### src/rtl/trace_tx_pkg.sv
// Shared constants, event record and frame byte formatting for the pipeline trace stream.
package trace_tx_pkg;

  localparam logic [7:0] TRACE_SYNC      = 8'hA5;
  localparam int         TRACE_FRAME_LEN = 7;

  // B1 layout: {stall[1:0], branch, ovf, rd_name[3:0]}
  localparam int B1_STALL_LSB = 6;
  localparam int B1_BRANCH    = 5;
  localparam int B1_OVF       = 4;

  typedef struct packed {
    logic [1:0]  stall;
    logic        branch;
    logic        wb;
    logic [3:0]  rd;
    logic [15:0] data;
    logic [15:0] addr;
  } trace_rec_t;

  typedef enum logic {ST_IDLE, ST_SEND} tx_state_e;

  // A branch-only event carries zero rd/data regardless of what the core drove.
  function automatic logic [7:0] frame_byte(trace_rec_t r, logic ovf, logic [2:0] idx);
    logic [7:0]  b1;
    logic [15:0] d;
    b1 = '0;
    b1[B1_STALL_LSB +: 2] = r.stall;
    b1[B1_BRANCH]         = r.branch;
    b1[B1_OVF]            = ovf;
    b1[3:0]               = r.wb ? r.rd : 4'h0;
    d                     = r.wb ? r.data : 16'h0;
    case (idx)
      3'd0:    frame_byte = TRACE_SYNC;
      3'd1:    frame_byte = b1;
      3'd2:    frame_byte = r.addr[15:8];
      3'd3:    frame_byte = r.addr[7:0];
      3'd4:    frame_byte = d[15:8];
      3'd5:    frame_byte = d[7:0];
      default: frame_byte = b1 ^ r.addr[15:8] ^ r.addr[7:0] ^ d[15:8] ^ d[7:0];
    endcase
  endfunction

endpackage

### src/rtl/trace_tx_if.sv
// Valid/ready byte stream from the trace serializer to its sink.
interface trace_tx_if;
  logic [7:0] tx_data;
  logic       tx_valid;
  logic       tx_ready;

  modport master (output tx_data, output tx_valid, input tx_ready);
  modport slave  (input tx_data, input tx_valid, output tx_ready);
endinterface

### src/rtl/trace_tx_fifo.sv
// Synchronous event FIFO; pointers carry an extra wrap bit to tell full from empty.
module trace_tx_fifo #(
  parameter int DEPTH = 8,
  parameter int WIDTH = 40
) (
  input  logic                   clk,
  input  logic                   rst,
  input  logic                   push,
  input  logic [WIDTH-1:0]       wdata,
  input  logic                   pop,
  output logic [WIDTH-1:0]       rdata,
  output logic                   full,
  output logic                   empty,
  output logic [$clog2(DEPTH):0] level
);
  localparam int AW = $clog2(DEPTH);

  logic [WIDTH-1:0] mem [DEPTH];
  logic [AW:0]      wr_ptr, rd_ptr;
  logic             do_push, do_pop;

  assign empty   = (wr_ptr == rd_ptr);
  assign full    = (wr_ptr[AW] != rd_ptr[AW]) && (wr_ptr[AW-1:0] == rd_ptr[AW-1:0]);
  assign level   = wr_ptr - rd_ptr;
  assign rdata   = mem[rd_ptr[AW-1:0]];
  assign do_pop  = pop & ~empty;
  // A full FIFO still accepts when the head leaves on the same edge.
  assign do_push = push & (~full | do_pop);

  always_ff @(posedge clk or negedge rst) begin
    if (!rst) begin
      wr_ptr <= '0;
      rd_ptr <= '0;
    end else begin
      if (do_push) wr_ptr <= wr_ptr + 1'b1;
      if (do_pop)  rd_ptr <= rd_ptr + 1'b1;
    end
  end

  always_ff @(posedge clk) begin
    if (do_push) mem[wr_ptr[AW-1:0]] <= wdata;
  end

endmodule

### src/rtl/trace_tx.sv
// Captures core writeback/branch events into a FIFO and serializes them as 7-byte frames.
module trace_tx
  import trace_tx_pkg::*;
#(
  parameter int DEPTH  = 8,
  parameter int DATA_W = 16,
  parameter int ADDR_W = 16
) (
  input  logic                   clk,
  input  logic                   rst,
  input  logic                   en_i,
  input  logic                   wb_i,
  input  logic [3:0]             wb_rd_name_i,
  input  logic [DATA_W-1:0]      wb_rd_data_i,
  input  logic [ADDR_W-1:0]      origaddr_i,
  input  logic                   branch_i,
  input  logic [1:0]             stall_i,
  trace_tx_if.master             tx,
  output logic [$clog2(DEPTH):0] level_o,
  output logic [7:0]             drop_cnt_o
);

  trace_rec_t ev_rec, fifo_rd, cur_rec;
  tx_state_e  state;
  logic [2:0] idx;
  logic       ev, pop, drop, fifo_full, fifo_empty;
  logic       ovf_flag, cur_ovf;

  assign ev   = en_i & (wb_i | branch_i);
  assign pop  = (state == ST_IDLE) & ~fifo_empty;
  assign drop = ev & fifo_full & ~pop;

  always_comb begin
    ev_rec        = '0;
    ev_rec.stall  = stall_i;
    ev_rec.branch = branch_i;
    ev_rec.wb     = wb_i;
    ev_rec.rd     = wb_rd_name_i;
    ev_rec.data   = wb_rd_data_i;
    ev_rec.addr   = origaddr_i;
  end

  trace_tx_fifo #(
    .DEPTH (DEPTH),
    .WIDTH ($bits(trace_rec_t))
  ) u_fifo (
    .clk   (clk),
    .rst   (rst),
    .push  (ev),
    .wdata (ev_rec),
    .pop   (pop),
    .rdata (fifo_rd),
    .full  (fifo_full),
    .empty (fifo_empty),
    .level (level_o)
  );

  // Drop and frame load never share an edge, so the flag has a single writer per edge.
  always_ff @(posedge clk or negedge rst) begin
    if (!rst) begin
      drop_cnt_o <= 8'h00;
      ovf_flag   <= 1'b0;
    end else if (drop) begin
      if (drop_cnt_o != 8'hFF) drop_cnt_o <= drop_cnt_o + 8'h01;
      ovf_flag <= 1'b1;
    end else if (pop) begin
      ovf_flag <= 1'b0;
    end
  end

  always_ff @(posedge clk or negedge rst) begin
    if (!rst) begin
      state       <= ST_IDLE;
      idx         <= 3'd0;
      cur_rec     <= '0;
      cur_ovf     <= 1'b0;
      tx.tx_valid <= 1'b0;
      tx.tx_data  <= 8'h00;
    end else begin
      case (state)
        ST_IDLE: begin
          if (!fifo_empty) begin
            state       <= ST_SEND;
            idx         <= 3'd0;
            cur_rec     <= fifo_rd;
            cur_ovf     <= ovf_flag;
            tx.tx_valid <= 1'b1;
            tx.tx_data  <= TRACE_SYNC;
          end
        end
        ST_SEND: begin
          if (tx.tx_ready) begin
            if (idx == 3'(TRACE_FRAME_LEN - 1)) begin
              state       <= ST_IDLE;
              tx.tx_valid <= 1'b0;
              tx.tx_data  <= 8'h00;
            end else begin
              idx        <= idx + 3'd1;
              tx.tx_data <= frame_byte(cur_rec, cur_ovf, idx + 3'd1);
            end
          end
        end
        default: state <= ST_IDLE;
      endcase
    end
  end

endmodule

### src/flat_wrapper.sv
// flat-port wrapper written by rule: the top's interface ports become plain ports
module trace_tx_flat import trace_tx_pkg::*;
#(
  parameter int DEPTH  = 8,
  parameter int DATA_W = 16,
  parameter int ADDR_W = 16
)
  (clk, rst, en_i, wb_i, wb_rd_name_i, wb_rd_data_i, origaddr_i, branch_i, stall_i, level_o, drop_cnt_o, tx_tx_data, tx_tx_valid, tx_tx_ready);
  trace_tx_if tx_i ();
  input  logic clk;
  input  logic rst;
  input  logic en_i;
  input  logic wb_i;
  input  logic [3:0] wb_rd_name_i;
  input  logic [DATA_W-1:0] wb_rd_data_i;
  input  logic [ADDR_W-1:0] origaddr_i;
  input  logic branch_i;
  input  logic [1:0] stall_i;
  output logic [$clog2(DEPTH):0] level_o;
  output logic [7:0] drop_cnt_o;
  output wire logic [$bits(tx_i.tx_data)-1:0] tx_tx_data;
  output wire logic [$bits(tx_i.tx_valid)-1:0] tx_tx_valid;
  input wire logic [$bits(tx_i.tx_ready)-1:0] tx_tx_ready;
  assign tx_tx_data = tx_i.tx_data;
  assign tx_tx_valid = tx_i.tx_valid;
  assign tx_i.tx_ready = tx_tx_ready;
  trace_tx #(.DEPTH(DEPTH), .DATA_W(DATA_W), .ADDR_W(ADDR_W)) u_core (.clk(clk), .rst(rst), .en_i(en_i), .wb_i(wb_i), .wb_rd_name_i(wb_rd_name_i), .wb_rd_data_i(wb_rd_data_i), .origaddr_i(origaddr_i), .branch_i(branch_i), .stall_i(stall_i), .tx(tx_i), .level_o(level_o), .drop_cnt_o(drop_cnt_o));
endmodule
### config.mk
export PLATFORM = sky130hd
export DESIGN_NAME = trace_tx_flat
export DESIGN_NICKNAME = d
export VERILOG_FILES = /design/src/rtl/trace_tx_pkg.sv /design/src/rtl/trace_tx_if.sv /design/src/rtl/trace_tx_fifo.sv /design/src/rtl/trace_tx.sv /design/src/flat_wrapper.sv
export SDC_FILE = /design/constraint.sdc
export NUM_CORES = 1
export LEC_CHECK = 0
export ABC_AREA = 1
export CAP_MARGIN = 25
export CORE_ASPECT_RATIO = 1.75
export CORE_MARGIN = 2
export CORE_UTILIZATION = 35
export DETAILED_ROUTE_END_ITERATION = 8
export PLACE_DENSITY = 0.57
export SLEW_MARGIN = 20
export SYNTH_ARGS = -nofsm -noshare
export SYNTH_HDL_FRONTEND = slang
export SYNTH_SLANG_ARGS = --single-unit
### constraint.sdc
create_clock -name clk -period 8.4 [get_ports clk]
set_input_delay 1.68 -clock clk [delete_from_list [all_inputs] [get_ports clk]]
set_output_delay 1.68 -clock clk [all_outputs]
set_load 0.01 [all_outputs]
==> results.toml <==
[drt]
via_per_inst = 5.03
wl_um = 38900
firstDrtPassIters = 5
vias = 10700
drc = 0
detail-route-antenna-nets = 0
drtIter0Drc = 681
wl_per_cell_um = 18.4

[sta]
period_share_pct = 55.6
fin_ws_ns = 3.73
rsz0062_at_grt = "no"
setup_viol = 0
drv_slew = 0
fmax_mhz = 214
timing.clock.skew_ns = 0.0177
worst_slew_margin_rel_pct = 35.2
finalSetupTns_ns = 0
holdWs_ns = 0.481
hold_viol = 0
tightest_slew_ns = 0.971
min_period_ns = 4.67

[placed_design]
dp.cells = 2050
hpwlAfterDp_um = 24300
place_congestion = 0.849
numPortBuffers = 64
place_ws_ns = 3.98

[clock_network]
cts_buffers = 37
ctsResizeCount = 0
cts_root_buffer = "clkbuf_16"
h-tree-depth = 2
insertion_delay_ns = 0.53
cts_tree = "yes"
post_cts_buffers = 0
cts.clk_slew.worst_paths_ns = 0.06
cts_max_path_buffers = 3
numClockSinks = 391
holdBufCountCts = 0

[pwr]
vdd_ir_drop_max_uv = 170
p_total_w = 0.00614
powerDensity_nw_per_um2 = 321
leakagePower_nw = 7.26

[final_layout]
layoutNonFillerInstCount = 2116
n_antenna_cell = 0
area_growth_syn_to_layout_pct = 13.5
fillers = 4460
final_nets = 1552
drive_gt1_share_pct = 7.23

[setup_path]
cp_slowest_stage_delay_ns = 0.88
r2r_setup_slack_ns = 5.07
cp.required_ns = 6.72
crit_path_start_kind = "flop"
crit_fanout = 54
slowest_stage = "dfrtp_4"
cp_cell_sequence = "inv_1, ha_1, nand2_1, o21ai_0, xor2_1, clkdlybuf4s50_1"
ff2ff_path_depth = 8
cp_top_family = "flip-flops"
crit_type = "flop to output port"
cp.depth = 6
endpoint_kind = "output port"
worst_ep_arrival_time_ns = 2.99
cp_num_buf_inv = 2

[global_routing]
grt_busiest_layer = "met2"
use_met1_pct = 17.7
overflow = 0
grt_util_met3_pct = 2.08
grt_max_degree = 111
grtUsageTotal_pct = 15.7
first_global_vias = 10600
grt_pass1_wl_um = 59900
grt_use_met2_pct = 29.0
antenna_found_initial = 2

[yosys]
ys_types = 42
ys_ff_latch = 391
syn_nets = 1504
ys_seq_area_share_pct = 67.5
syn_avg_cell_area_um2 = 11.6
synth-edff-count = 320
async_flop_share_pct = 18.2
synth_area_um2 = 16900
syn_inst = 1448
yosysWarnings = 0
synth_ff_type = "edfxtp_1"

[die]
die_w_um = 170
start_util_pct = 35.3
fp.dieH_um = 294
ios = 65
design.die.area_um2 = 50000
coreArea_um2 = 47700
rows = 106

[flow_run]
drv_cap = 0

[worst_hold_path]
hold_class = "flop to flop"
hold_depth = 2

[outcome]
status = "complete, no violations"
==> synthesized netlist by cell type, types with 2 or more instances <==
master | number | area, µm²
edfxtp_1 | 320 | 9610
buf_6 | 15 | 169
a21oi_1 | 87 | 435
nand3b_1 | 5 | 37.5
ha_1 | 11 | 138
nand2_2 | 4 | 25.0
clkbuf_1 | 25 | 93.8
mux2i_1 | 28 | 280
nor2_4 | 3 | 33.8
a21oi_2 | 9 | 78.8
nand3_1 | 125 | 626
nor3_1 | 9 | 45.0
nand2_4 | 3 | 33.8
o211ai_1 | 80 | 601
xnor2_1 | 7 | 61.3
buf_8 | 2 | 30.0
inv_1 | 187 | 702
inv_2 | 3 | 11.3
o21ai_0 | 90 | 450
o21ai_2 | 5 | 43.8
dfrtp_1 | 71 | 1780
xor2_1 | 11 | 96.3
nand4_1 | 3 | 18.8
o21ai_1 | 38 | 190
buf_4 | 3 | 22.5
nand2_1 | 228 | 856
buf_2 | 24 | 120
nor2_1 | 38 | 143
==> state kept, by name, indices dropped and copies added, names as in the netlist <==
name and flops:
u_core.ovf_flag 1, u_core.idx 3, u_core.drop_cnt_o 8, u_core.tx.tx_data 8, u_core.u_fifo.rd_ptr 4, u_core.cur_ovf 1
u_core.tx.tx_valid 1, u_core.u_fifo.wr_ptr 4, u_core.u_fifo.mem 320, u_core.cur_rec 40, u_core.state 1
==> cell usage in the layout (no fill, tap or decap), drive strengths merged <==
master,n
a21oi,96
nand4,3
buf,19
xnor2,7
dfrtp,71
ha,11
clkinvlp,2
clkinv,8
clkdlybuf4s50,63
or2,1
nand3b,5
clkbuf,50
a31oi,1
inv,193
mux2i,28
a21o,1
xor2,11
o21a,1
fa,1
nand3,126
nor2,42
o211ai,80
nor3,10
nand2,235
bufinv,3
o22ai,1
o21ai,133
edfxtp,320
==> path summary, 6_finish.rpt <==
| kind | from | to |
|---|---|---|
| worst max-delay path | u_core.u_fifo.rd_ptr[1]$_DFFE_PN0P_ | level_o[3] |
| worst min-delay path | u_core.cur_rec[29]$_DFFE_PN0P_ | u_core.cur_rec[29]$_DFFE_PN0P_ |
| worst max register to register | u_core.u_fifo.rd_ptr[0]$_DFFE_PN0P_ | u_core.cur_rec[4]$_DFFE_PN0P_ |
| worst min register to register | u_core.cur_rec[29]$_DFFE_PN0P_ | u_core.cur_rec[29]$_DFFE_PN0P_ |
| max in group asynchronous | rst | u_core.u_fifo.rd_ptr[0]$_DFFE_PN0P_ |
| min in group asynchronous | rst | u_core.tx.tx_data[6]$_DFFE_PN0P_ |
==> stage by stage <==
stage	cell area, µm²	utilization (%)
after floorplan	16900	-
after global placement	18000	37.6
after detailed placement	18000	37.6
after CTS	19100	40.0
after global routing	19100	40.1
final	19100	40.1
==> layer usage <==
layer | wire (µm) | up-vias | share of wire, %
li1 | - | 5138 | -
met1 | 15100 | 5199 | 39
met2 | 20700 | 227 | 53
met3 | 1300 | 84 | 3.3
met4 | 1780 | 4 | 4.6
met5 | 28 | - | 0.072
==> area by class of cell <==
type                            instances  area, µm²  area share [%]
Clock buffer                           50        995            5.20
Clock inverter                         15        161           0.843
Inverter                              191        717            3.75
Multi-Input combinational cell        793       4330            22.6
Sequential cell                       391      11400            59.5
Tap cell                              594        743            3.88
Timing Repair Buffer                   82        793            4.15
==> power by group <==
part           internal, W  leakage (nW)  total (W)  switching [W]
combinational     0.000665          2.91    0.00186        0.00120
clock             0.000928         0.558    0.00163       0.000702
sequential         0.00243          3.79    0.00265       0.000221
==> tightest hold or removal path, cell delays in order (launching register included) <==
cell and delay [ns]:
dfrtp_1 0.34, nand2_1 0.05, nand2_1 0.05
==> cells by family after synthesis <==
| group | Yosys count | share of synthesized area (%) |
|---|---|---|
| flops | 391 | 67.5 |
| fa+ha+maj | 12 | 0.935 |
| compound gates | 313 | 10.8 |
| mux | 28 | 1.66 |
| simple gates | 422 | 11.0 |
| buf+inv | 264 | 7.05 |
| xor+xnor | 18 | 0.935 |
(Power assumes the default switching activity.)
